## src/rtl/knn_glb_pkg.sv

```systemverilog
// Shared widths and grant encoding for the KNN GLB port.
package knn_glb_pkg;

  localparam int SRAM_WIDTH_DEF = 256;
  localparam int IDX_WIDTH_DEF  = 10;
  localparam int ADDR_WIDTH_DEF = 12;
  localparam int FIFO_DEPTH_DEF = 4;

  typedef enum logic {
    GRANT_WR = 1'b0,
    GRANT_RD = 1'b1
  } grant_e;

endpackage

```

## src/rtl/knn_glb_port_fifo.sv

```systemverilog
// glb_rsp_fifo: read-return FIFO with flush; holds words the KNN has not yet taken.
module glb_rsp_fifo #(
  parameter int W     = 256,
  parameter int DEPTH = 4,
  parameter int OCC_W = $clog2(DEPTH + 1)
) (
  input  logic             i_clk,
  input  logic             i_rst_n,
  input  logic             i_clr,
  input  logic             i_push,
  input  logic [W-1:0]     i_wdat,
  input  logic             i_pop,
  output logic [W-1:0]     o_rdat,
  output logic [OCC_W-1:0] o_occ,
  output logic             o_empty
);
  localparam int PTR_W = (DEPTH > 1) ? $clog2(DEPTH) : 1;

  logic [DEPTH-1:0][W-1:0] r_mem;
  logic [PTR_W-1:0]        r_wr_ptr, r_rd_ptr;
  logic [OCC_W-1:0]        r_occ;
  logic                    w_full, w_push, w_pop;

  function automatic logic [PTR_W-1:0] ptr_inc(input logic [PTR_W-1:0] p);
    return (p == PTR_W'(DEPTH - 1)) ? '0 : p + PTR_W'(1);
  endfunction

  assign w_full  = (r_occ == OCC_W'(DEPTH));
  assign o_empty = (r_occ == '0);
  assign w_pop   = i_pop & ~o_empty;
  assign w_push  = i_push & (~w_full | w_pop);
  assign o_rdat  = r_mem[r_rd_ptr];
  assign o_occ   = r_occ;

  always_ff @(posedge i_clk) begin
    if (!i_rst_n || i_clr) begin
      r_wr_ptr <= '0;
      r_rd_ptr <= '0;
      r_occ    <= '0;
    end else begin
      if (w_push) r_wr_ptr <= ptr_inc(r_wr_ptr);
      if (w_pop)  r_rd_ptr <= ptr_inc(r_rd_ptr);
      r_occ <= r_occ + OCC_W'(w_push) - OCC_W'(w_pop);
    end
  end

  always_ff @(posedge i_clk) begin
    if (w_push) r_mem[r_wr_ptr] <= i_wdat;
  end

  // The upstream credit check guarantees a free slot for every push.
  always_ff @(posedge i_clk) begin
    if (i_rst_n && !i_clr) assert (!(i_push && w_full && !i_pop));
  end

endmodule

```

## src/rtl/knn_glb_port.sv

```systemverilog
// GLB responder for the KNN engine: arbitrates coordinate reads against map writes on one SRAM bank.
module knn_glb_port
  import knn_glb_pkg::*;
#(
  parameter int SRAM_WIDTH = SRAM_WIDTH_DEF,
  parameter int IDX_WIDTH  = IDX_WIDTH_DEF,
  parameter int ADDR_WIDTH = ADDR_WIDTH_DEF,
  parameter int FIFO_DEPTH = FIFO_DEPTH_DEF
) (
  input  logic                  clk,
  input  logic                  rst_n,
  input  logic                  CCUGLB_Clr,
  input  logic [ADDR_WIDTH-1:0] CCUGLB_CrdBase,
  input  logic [ADDR_WIDTH-1:0] CCUGLB_MapBase,
  input  logic [ADDR_WIDTH-1:0] CCUGLB_MapWords,
  input  logic [IDX_WIDTH-1:0]  KNNGLB_CrdIdxAddr,
  input  logic                  KNNGLB_CrdIdxAddrVld,
  output logic                  GLBKNN_CrdIdxAddrRdy,
  output logic [SRAM_WIDTH-1:0] GLBKNN_CrdIdx,
  output logic                  GLBKNN_CrdIdxVld,
  input  logic                  KNNGLB_CrdIdxRdy,
  input  logic [SRAM_WIDTH-1:0] KNNGLB_Map,
  input  logic                  KNNGLB_MapVld,
  output logic                  GLBKNN_MapRdy,
  output logic [ADDR_WIDTH-1:0] GLBSRAM_Addr,
  output logic                  GLBSRAM_En,
  output logic                  GLBSRAM_We,
  output logic [SRAM_WIDTH-1:0] GLBSRAM_WDat,
  input  logic [SRAM_WIDTH-1:0] SRAMGLB_RDat,
  output logic [ADDR_WIDTH-1:0] GLBCCU_MapWrCnt
);
  localparam int OCC_W = $clog2(FIFO_DEPTH + 1);

  logic                  r_inflight;
  grant_e                r_last_grant;
  logic [ADDR_WIDTH-1:0] r_wr_ptr, r_wr_cnt, r_addr_last;
  logic [OCC_W-1:0]      w_occ;
  logic                  w_empty, w_rd_ok, w_rd_req, w_wr_req;
  logic                  w_grant_rd, w_grant_wr;
  logic [ADDR_WIDTH-1:0] w_rd_addr, w_wr_addr;

  // Outstanding = words in the FIFO plus the one read whose data is still on the SRAM bus.
  assign w_rd_ok  = (int'(w_occ) + int'(r_inflight)) < FIFO_DEPTH;
  assign w_rd_req = rst_n & ~CCUGLB_Clr & KNNGLB_CrdIdxAddrVld & w_rd_ok;
  assign w_wr_req = rst_n & ~CCUGLB_Clr & KNNGLB_MapVld;

  always_comb begin
    w_grant_rd = 1'b0;
    w_grant_wr = 1'b0;
    if (w_rd_req && w_wr_req) begin
      if (r_last_grant == GRANT_WR) w_grant_rd = 1'b1;
      else                          w_grant_wr = 1'b1;
    end else if (w_rd_req) begin
      w_grant_rd = 1'b1;
    end else if (w_wr_req) begin
      w_grant_wr = 1'b1;
    end
  end

  assign w_rd_addr = CCUGLB_CrdBase + ADDR_WIDTH'(KNNGLB_CrdIdxAddr);
  assign w_wr_addr = CCUGLB_MapBase + r_wr_ptr;

  assign GLBKNN_CrdIdxAddrRdy = w_grant_rd;
  assign GLBKNN_MapRdy        = w_grant_wr & ~CCUGLB_Clr;
  assign GLBSRAM_En           = w_grant_rd | w_grant_wr;
  assign GLBSRAM_We           = w_grant_wr;
  assign GLBSRAM_WDat         = KNNGLB_Map;
  assign GLBSRAM_Addr         = w_grant_rd ? w_rd_addr :
                                w_grant_wr ? w_wr_addr : r_addr_last;
  assign GLBCCU_MapWrCnt      = r_wr_cnt;
  assign GLBKNN_CrdIdxVld     = ~w_empty;

  always_ff @(posedge clk) begin
    if (!rst_n) begin
      r_inflight   <= 1'b0;
      r_last_grant <= GRANT_WR;
      r_wr_ptr     <= '0;
      r_wr_cnt     <= '0;
      r_addr_last  <= '0;
    end else begin
      r_inflight <= w_grant_rd;
      if (w_grant_rd)      r_last_grant <= GRANT_RD;
      else if (w_grant_wr) r_last_grant <= GRANT_WR;
      if (GLBSRAM_En) r_addr_last <= GLBSRAM_Addr;
      if (CCUGLB_Clr) begin
        r_wr_ptr <= '0;
        r_wr_cnt <= '0;
      end else if (w_grant_wr) begin
        r_wr_ptr <= (r_wr_ptr >= CCUGLB_MapWords - ADDR_WIDTH'(1)) ? '0 : r_wr_ptr + ADDR_WIDTH'(1);
        if (r_wr_cnt != '1) r_wr_cnt <= r_wr_cnt + ADDR_WIDTH'(1);
      end
    end
  end

  // A read in flight during Clr is dropped here; the FIFO flush covers stored words.
  glb_rsp_fifo #(
    .W     (SRAM_WIDTH),
    .DEPTH (FIFO_DEPTH),
    .OCC_W (OCC_W)
  ) u_rsp_fifo (
    .i_clk   (clk),
    .i_rst_n (rst_n),
    .i_clr   (CCUGLB_Clr),
    .i_push  (r_inflight & ~CCUGLB_Clr),
    .i_wdat  (SRAMGLB_RDat),
    .i_pop   (GLBKNN_CrdIdxVld & KNNGLB_CrdIdxRdy),
    .o_rdat  (GLBKNN_CrdIdx),
    .o_occ   (w_occ),
    .o_empty (w_empty)
  );

endmodule

```

## config.mk

```make
export PLATFORM = sky130hd
export DESIGN_NAME = knn_glb_port
export DESIGN_NICKNAME = d
export VERILOG_FILES = /design/src/rtl/knn_glb_pkg.sv /design/src/rtl/knn_glb_port_fifo.sv /design/src/rtl/knn_glb_port.sv
export SDC_FILE = /design/constraint.sdc
export NUM_CORES = 1
export LEC_CHECK = 0
export BUFFER_PORTS_ARGS = -buffer_cell sky130_fd_sc_hd__buf_2
export CORE_AREA = 8 8 422 424
export DETAILED_ROUTE_END_ITERATION = 10
export DIE_AREA = 0 0 430 432
export PLACE_DENSITY = 0.51
export SLEW_MARGIN = 0
export SYNTH_ARGS = -nofsm -noshare
export SYNTH_HDL_FRONTEND = slang
export SYNTH_SLANG_ARGS = --single-unit
```

## constraint.sdc

```tcl
create_clock -name clk -period 10.7 [get_ports clk]
set_input_delay 2.14 -clock clk [delete_from_list [all_inputs] [get_ports clk]]
set_output_delay 2.14 -clock clk [all_outputs]
set_load 0.05 [all_outputs]
```

==> impl_metrics.ini, run 1 <==
[run_status]
run_status = completed

[global_route]
gr-usage-all-layers = 0.130
gr-total-overflow = 0
grt_pass1_vias = 21500
grt_max_degree = 133
grt_pass1_wl_mm = 173
antenna_found_initial = 71

[yosys]
yosys-top-cells-area = edfxtp_1, mux4_2, buf_4
synth_top_family_by_area = multiplexers
ys_types = 63
synth_edf_count = 1024
synth-compound-area-share = 0.0176
ys_seq_area_frac = 0.747
muxShareOfSynthArea = 0.138
syn_nets = 2647
syn_area_per_cell_um2 = 20.8
yosys.area_share.simple = 0.0205
synth_top_cell_area_share = 0.726
yosys_warnings = 0
synthAdderAreaFrac = 0.0144
postSynth.asyncResetShare = 0
synthCells = 2036
yosysTopAreaCell = edfxtp_1
ys.flop_type = edfxtp_1
mappedNetlistArea_um2 = 42400
ys_seq_elements = 1069
synthXorXnorAreaFrac = 0.00806

[power]
p_per_area_nw_per_um2 = 177
p_sw_mw = 1.95
clkPwrFrac = 0.429
peakVddDrop_mv = 0.147
p_leak_nw = 16.4
p_seq_frac = 0.525
power.share.switching = 0.222
internal_power_mw = 6.84
p_comb_frac = 0.045

[clock_tree]
clock-sinks = 1069
clk_latency_ns = 0.72
numCtsBuffers = 117
clockRootBuffer = clkbuf_16
htree_num_levels = 3
hold_buffers = 0
post_cts_buffers = 0
cts_tree = done
post_cts_resized = 0
clkTransAtPathRegs_ns = 0.06
clk_path_buf_depth = 3

[die]
dieArea_um2 = 186000
die_h_um = 432
die_w_um = 430
start_util = 0.248
fp-row-count = 152
core_area_um2 = 171000
io-pin-count = 1105

[final_layout]
multiInputGateArea_um2 = 8400
drive_above_1_share = 0.412
num-nets-final = 3056
area_growth_pct = 17.5
seq_area_um2 = 31700
fill_cells = 16800

[critical_path]
crit_arrival_ns = 4.55
required_ns = 8.56
cp_max_fo = 17
critPathKind = in2out
endpoint_kind = output port
start_kind = input port

[placement]
io_buffers = 592
dpl.hpwl_mm = 89.9
globalplace.congestion = 0.786
pre_cts_ws_ns = 3.92

[timing]
hold_viol = 0
worst_slew_pin_slew_ns = 1.11
setup_tns_ns = 0
fin_ws_ns = 4.01
relSlewSlack = 0.263
drv_slew = 0
holdWs_ns = 0.492
period_share = 0.626
rsz0062_at_grt = false
setup_viol = 0
fmax_mhz = 149
fin_skew_ns = 0.0573
finalCriticalPeriod_ns = 6.69

[routing]
wl_per_cell_um = 26.4
remaining_drc_errors = 0
drt_first_pass_iters = 5
via_per_inst = 4.30
vias = 20600
ant_nets = 0
wl_mm = 126
drtIter0Drc = 1324

[hold_path]
min_path_type = reg2reg

[run]
cap_violations = 0
-- cell usage after synthesis (all sizes together), types with 2 or more instances --
cell	number
nor3	14
buf	298
nor3b	2
a22oi	7
o21ai	19
nand3	13
nor4	5
ha	44
xnor2	27
o2111ai	2
a211oi	6
mux4	256
and2	8
dfxtp	45
nand2b	5
inv	25
mux2i	6
fa	3
a21boi	3
o31a	3
and4	3
xor2	12
nor2	33
o211ai	3
and3	9
edfxtp	1024
a21oi	32
nand2	42
o211a	4
o21a	6
nor4b	3
nor2b	3
clkbuf	25
nand4	10
nand3b	4
a31oi	5
o31ai	2
a21o	11
or3	3
-- worst max-delay path, cell delays in order --
cell and delay (ns):
buf_2 0.12, nand2b_1 0.63, nor2_2 0.15, nor2_1 0.78
a22oi_1 0.20, o21ai_0 0.19, buf_2 0.34
-- metrics by stage --
stage                     utilization  instances  total power, mW  area (µm²)
after detailed placement        0.270       4559             5.11       46100
after global placement          0.270       4559             5.10       46100
after floorplan                     -       2036             5.19       42400
final                           0.291       4787             8.79       49800
after global routing            0.291       4783             9.10       49800
after CTS                       0.291       4776             8.93       49700
-- sequential cells by signal, summed over array words and instances (netlist names) --
name,cells
r_wr_ptr,12
r_inflight,1
u_rsp_fifo.r_rd_ptr,2
u_rsp_fifo.o_occ,3
r_last_grant,1
u_rsp_fifo.r_wr_ptr,2
r_addr_last,12
GLBCCU_MapWrCnt,12
u_rsp_fifo.r_mem,1024
-- final timing paths --
path	startpoint	end	slack [ns]	depth (start not counted)
min reg2reg	r_addr_last[6]$_SDFFE_PN0P_	r_addr_last[6]$_SDFFE_PN0P_	0.49	2
min	r_addr_last[6]$_SDFFE_PN0P_	r_addr_last[6]$_SDFFE_PN0P_	0.49	2
max reg2reg	u_rsp_fifo.o_occ[1]$_SDFF_PP0_	u_rsp_fifo.r_mem[116]$_DFFE_PP_	7.08	5
max	CCUGLB_Clr	GLBSRAM_Addr[3]	4.01	7
-- power by group through the flow --
| stage | Sequential [mW] | Combinational, mW | Clock [mW] |
|---|---|---|---|
| floorplan | 4.71 | 0.483 | 0 |
| global placement | 4.70 | 0.401 | 0 |
| detailed placement | 4.70 | 0.406 | 0 |
| CTS | 4.61 | 0.407 | 3.91 |
| global route | 4.61 | 0.427 | 4.05 |
| finish | 4.61 | 0.398 | 3.77 |
-- cells in the final DEF (no fill, tap or decap), types with 4 or more instances in the layout --
| cell | n |
|---|---|
| a21o_1 | 11 |
| clkinv_2 | 17 |
| a211oi_1 | 6 |
| buf_2 | 592 |
| nand3b_1 | 4 |
| o211a_1 | 4 |
| inv_1 | 23 |
| mux2i_1 | 6 |
| nand4_1 | 10 |
| buf_4 | 15 |
| and2_1 | 4 |
| a31oi_1 | 5 |
| a22oi_1 | 7 |
| nor3_1 | 13 |
| o21a_1 | 6 |
| clkbuf_16 | 117 |
| clkinv_16 | 4 |
| a21oi_1 | 32 |
| and3_1 | 8 |
| nand3_1 | 13 |
| clkinvlp_4 | 6 |
| buf_12 | 6 |
| edfxtp_1 | 1024 |
| clkbuf_1 | 32 |
| mux4_2 | 256 |
| xor2_1 | 12 |
| o21ai_0 | 18 |
| xnor2_1 | 27 |
| clkinv_1 | 26 |
| and2_4 | 4 |
| inv_6 | 6 |
| dfxtp_1 | 43 |
| nand2b_1 | 5 |
| nor2_1 | 32 |
| diode_2 | 11 |
| nand2_1 | 41 |
| ha_1 | 44 |
-- metal layers --
layer	vias to the layer above	global-route usage	part of all wire
met5	-	0	0.00020
met4	4	0.0549	0.044
met3	371	0.0328	0.059
met2	751	0.250	0.56
met1	10600	0.133	0.34
li1	8865	-	-
-- cells by family (layout without fill, tap and decap cells) --
kind of cell / count (synthesis) / count (layout)
buffers and inverters: 348 / 855
AOI/OAI and AO/OA: 111 / 111
and+or+nand+nor: 160 / 160
xor gates and xnor gates: 39 / 39
other: 0 / 11
adders and majority gates: 47 / 47
muxes: 262 / 262
DFF: 1069 / 1069
-- layout make-up --
cell class | count | area share
Timing Repair Buffer | 613 | 0.0642
Tap cell | 2233 | 0.0561
Antenna cell | 11 | 0.000553
Clock buffer | 150 | 0.0615
Clock inverter | 67 | 0.0109
Sequential cell | 1069 | 0.636
Inverter | 25 | 0.00189
Multi-Input combinational cell | 619 | 0.169
Note: power is estimated with default switching activity, not from simulation.
==> inputs of run 2 (changes only) <==
Settings changed: PLACE_DENSITY 0.51 to 0.52.
Clock period 10.7 ns to 5.4 ns, I/O delays scaled along.
==> run 2 against run 1 <==
Hold slack improved by 0.0021 ns. Clock power rose by 96%. Die area did not move. Critical endpoint is now GLBSRAM_Addr[10]. Largest cell class unchanged. Largest power group unchanged.
==> impl_metrics.ini, run 2 (synthesized netlist as in run 1, its figures left out) <==
[clock_tree]
numCtsBuffers = 112
clock-sinks = 1069
clockRootBuffer = clkbuf_16
clk_latency_ns = 0.73
cts_tree = done
post_cts_resized = 0
clk_path_buf_depth = 3
clkTransAtPathRegs_ns = 0.06
post_cts_buffers = 0
hold_buffers = 0
htree_num_levels = 3

[hold_path]
min_path_type = reg2reg
min_from = r_addr_last[11]$_SDFFE_PN0P_

[timing]
finalCriticalPeriod_ns = 4.47
hold_viol = 0
fin_ws_ns = 0.932
setup_tns_ns = 0
rsz0062_at_grt = false
setup_viol = 0
period_share = 0.827
drv_slew = 0
fmax_mhz = 224
worst_slew_pin_slew_ns = 0.913
fin_skew_ns = 0.0471
relSlewSlack = 0.392

[critical_path]
r2r_start = u_rsp_fifo.o_occ[1]$_SDFF_PP0_
critPathKind = in2out
start_kind = input port
required_ns = 4.32
critPathLaunch = rst_n
crit_slowest_cell = nand2b_1
critical_path.max_stage_delay_ns = 0.46
crit_chain = buf_2 -> nand2b_1 -> nor2_2 -> nand2_4 -> inv_2 -> o21ai_0 -> nand2_1 -> buf_2
endpoint_kind = output port
worst_path_most_repeated_cell = buf_2
cp_max_fo = 18
crit_arrival_ns = 3.39

[global_route]
antenna_found_initial = 51
grt_pass1_wl_mm = 173
gr-total-overflow = 0
grt_max_degree = 83
grt_pass1_vias = 21900
gr-usage-all-layers = 0.129

[placement]
globalplace.congestion = 0.798
io_buffers = 592
pre_cts_ws_ns = 0.930
dpl.hpwl_mm = 92.1

[die]
die_h_um = 432
io-pin-count = 1105
dieArea_um2 = 186000
start_util = 0.248
core_area_um2 = 171000
fp-row-count = 152
die_w_um = 430

[routing]
wl_per_cell_um = 26.1
via_per_inst = 4.31
drt_first_pass_iters = 5
vias = 20700
ant_nets = 0
wl_mm = 126
remaining_drc_errors = 0
drtIter0Drc = 1330

[power]
peakVddDrop_mv = 0.274
p_total_mw = 17.3
p_leak_nw = 16.6
p_per_area_nw_per_um2 = 345

[run_status]
run_status = completed

[final_layout]
top_register = u_rsp_fifo.r_mem
final_core_util = 0.294
drive_above_1_share = 0.419
num-nets-final = 3087
area_growth_pct = 18.5
largest_register_ffs = 1024
final_common_cell = edfxtp_1
final_cell_mix = edfxtp_1, buf_2, mux4_2

[run]
cap_violations = 0
-- run 2: changes by cell type in the layout (fill, tap and decap cells not counted), moves of 2 or more --
cell | before | now
buf_12 | 6 | 26
buf_4 | 15 | 31
bufinv_16 | 3 | 6
clkbuf_1 | 32 | 30
clkbuf_16 | 117 | 113
clkinv_1 | 26 | 23
clkinv_16 | 4 | 2
clkinv_4 | 1 | 3
clkinvlp_4 | 6 | 3
diode_2 | 11 | 9
inv_16 | 0 | 2
inv_6 | 6 | 2
-- run 2: area by class of cell --
| type | count | area, µm² |
|---|---|---|
| fill | 16800 | 121000 |
| clock buffer | 145 | 2970 |
| inverter | 25 | 93.8 |
| sequential | 1069 | 31700 |
| multi-input combinational | 619 | 8400 |
| clock inverter | 60 | 552 |
| tap | 2233 | 2790 |
| timing repair buffer | 649 | 3720 |
| antenna | 9 | 22.5 |
-- run 2: power by group --
| group | internal, mW | total [mW] | leakage [nW] | switching, mW |
|---|---|---|---|---|
| combinational | 0.255 | 0.802 | 5.28 | 0.547 |
| sequential | 9.13 | 9.14 | 9.59 | 0.0153 |
| clock | 4.18 | 7.40 | 1.71 | 3.22 |
| total | 13.6 | 17.3 | 16.6 | 3.78 |
-- run 2: stage by stage --
stage | hold WS (ns) | std cells | area, µm²
6_report | 0.494 | 4809 | 50200
3_5_place_dp | 0.483 | 4595 | 46700
3_3_place_gp | 0.477 | 4595 | 46700
2_1_floorplan | 0.457 | 2036 | 42400
4_1_cts | 0.474 | 4800 | 50200
5_1_grt | 0.494 | 4808 | 50200
-- run 2: worst max-delay path, delay by kind of cell --
family | cells | cell delay (ns)
buf+inv | 3 | 0.84
compound gates | 1 | 0.25
simple gates | 4 | 1.20
-- run 2: final timing paths --
path / slack, ns / depth (start not counted) / to
max reg2reg: 2.72 / 4 / u_rsp_fifo.r_mem[682]$_DFFE_PP_
min reg2reg: 0.49 / 2 / r_addr_last[11]$_SDFFE_PN0P_
max: 0.93 / 8 / GLBSRAM_Addr[10]
min: 0.49 / 2 / r_addr_last[11]$_SDFFE_PN0P_
-- run 2: per-layer routing --
layer / up-vias / track usage / wire (µm)
li1: 8906 / - / -
met1: 10700 / 0.136 / 44200
met2: 699 / 0.240 / 68200
met3: 353 / 0.0334 / 7320
met4: 8 / 0.0591 / 5950
met5: - / 0 / 44
==> inputs of run 3 (changes only) <==
Clock period 5.4 ns to 3.7 ns, I/O delays scaled along.
==> run 3 against run 2 <==
First-iteration DRC count is 0.30% higher. Core utilization up 0.53 points. Count of clock-buffer cells in the layout down 8. Combinational power grew 48%. Hold slack worse by 0.27 ns. Global-route usage increased by 0.14 points. Critical path type unchanged. Largest power group unchanged.
==> impl_metrics.ini, run 3 (synthesized netlist as in run 1, its figures left out) <==
[run_status]
run_status = completed

[placement]
pre_cts_ws_ns = 0.0819
dpl.hpwl_mm = 94.6
dp.cells = 4620
globalplace.congestion = 0.803
io_buffers = 592

[critical_path]
required_ns = 2.96
critPathKind = in2out
crit_slowest_cell = o31a_1
endpoint_kind = output port
critical_path.max_stage_delay_ns = 0.32
crit_chain = buf_2 -> ha_1 -> inv_1 -> fa_1 -> nor2b_2 -> o31a_1 -> o2111ai_1 -> nor3b_1 -> nor3_1 -> a211o_1 -> buf_6
crit_arrival_ns = 2.88
cp_max_fo = 4
start_kind = input port

[final_layout]
fill_cells = 16700
top_register = u_rsp_fifo.r_mem
num-nets-final = 3121
area_growth_pct = 20.6
final_common_cell = edfxtp_1
seq_area_um2 = 31700
drive_above_1_share = 0.441
final_cell_mix = edfxtp_1, buf_2, mux4_2
multiInputGateArea_um2 = 8520
stdcell_count = 4855
largest_register_ffs = 1024

[die]
dieArea_um2 = 186000
start_util = 0.248
fp-row-count = 152
core_area_um2 = 171000
die_h_um = 432
die_w_um = 430
io-pin-count = 1105

[global_route]
gr-usage-all-layers = 0.130
grt_busiest_layer = met2
grt_pass1_wl_mm = 173
met3_usage = 0.0294
use_met1 = 0.138
grt_pass1_vias = 21700
grt_max_degree = 90
antenna_found_initial = 65
gr-total-overflow = 0
use_met2 = 0.247

[power]
p_leak_nw = 16.9
p_total_mw = 26.0
peakVddDrop_mv = 0.427
p_per_area_nw_per_um2 = 508

[timing]
period_share = 0.980
finalCriticalPeriod_ns = 3.62
hold_viol = 0
rsz0062_at_grt = true
relSlewSlack = 0.498
holdWs_ns = 0.222
drv_slew = 0
fin_ws_ns = 0.0754
setup_viol = 0
worst_slew_pin_slew_ns = 0.753
fmax_mhz = 276
fin_skew_ns = 0.0436

[routing]
wl_mm = 127
drtIter0Drc = 1334
drt_first_pass_iters = 5
ant_nets = 0
remaining_drc_errors = 0
wl_per_cell_um = 26.1
via_per_inst = 4.29
vias = 20800

[clock_tree]
htree_num_levels = 3
clkTransAtPathRegs_ns = 0.06
clk_latency_ns = 0.73
cts_tree = done
clk_path_buf_depth = 3
clock-sinks = 1069
clockRootBuffer = clkbuf_16
numCtsBuffers = 114

[run]
cap_violations = 0

[hold_path]
min_path_type = in2reg
==> run 3: cell count changes in the layout (fill, tap and decap cells not counted), sizes merged <==
cell,before,now
clkbuf,145,137
clkinvlp,3,8
buf,649,681
clkinv,45,51
inv,31,32
diode,9,12
bufinv,6,13
==> run 3: critical path: cells and delay by family <==
| family | cells | cell delay, ns |
|---|---|---|
| buf+inv | 3 | 0.38 |
| compound gates | 3 | 0.87 |
| simple gates | 3 | 0.45 |
| fa+ha+maj | 2 | 0.45 |
==> run 3: path summary, 6_finish.rpt <==
| kind | start | endpoint | slack, ns | depth (start not counted) |
|---|---|---|---|---|
| worst min register to register | r_last_grant$_SDFFE_PN0P_ | r_last_grant$_SDFFE_PN0P_ | 0.50 | 2 |
| worst max register to register | u_rsp_fifo.o_occ[1]$_SDFF_PP0_ | u_rsp_fifo.r_mem[439]$_DFFE_PP_ | 1.30 | 5 |
| worst max-delay path | CCUGLB_CrdBase[0] | GLBSRAM_Addr[8] | 0.08 | 11 |
| worst min-delay path | SRAMGLB_RDat[145] | u_rsp_fifo.r_mem[657]$_DFFE_PP_ | 0.22 | 1 |
==> run 3: cell type report <==
class,count,area share
flip-flops and latches,1069,0.620
diodes,12,0.000588
repair buffers,681,0.0816
clock inverters,79,0.0171
inverters,25,0.00193
multi-input cells,619,0.167
clock buffers,137,0.0575
well taps,2233,0.0547
==> run 3: repair_timing <==
action,in CTS,in global routing
buffers inserted,0,7
setup endpoints to repair,5,5
gates resized for setup,18,29
hold buffers,0,0
pin swaps,2,13
==> run 3: stage by stage <==
stage / utilization / area, µm² / TNS (ns)
2_1_floorplan: - / 42400 / -1118.67
3_5_place_dp: 0.275 / 47000 / 0
6_report: 0.299 / 51100 / 0
4_1_cts: 0.298 / 50900 / -0.00719
3_3_place_gp: 0.275 / 47000 / 0
5_1_grt: 0.299 / 51100 / -0.104
==> run 3: where the power goes <==
group,total (mW),switching [mW],internal [mW],leakage [nW]
clock,11.5,4.82,6.63,1.83
sequential,13.3,0.0199,13.3,9.59
combinational,1.19,0.806,0.389,5.50
total,26.0,5.65,20.3,16.9
==> run 3: metal layers <==
| metal | share of wire | vias up | wire length, µm |
|---|---|---|---|
| met2 | 0.55 | 716 | 70000 |
| met1 | 0.35 | 10700 | 44400 |
| met3 | 0.055 | 360 | 6910 |
| li1 | - | 8999 | - |
| met5 | 0.000095 | - | 12 |
| met4 | 0.042 | 2 | 5330 |
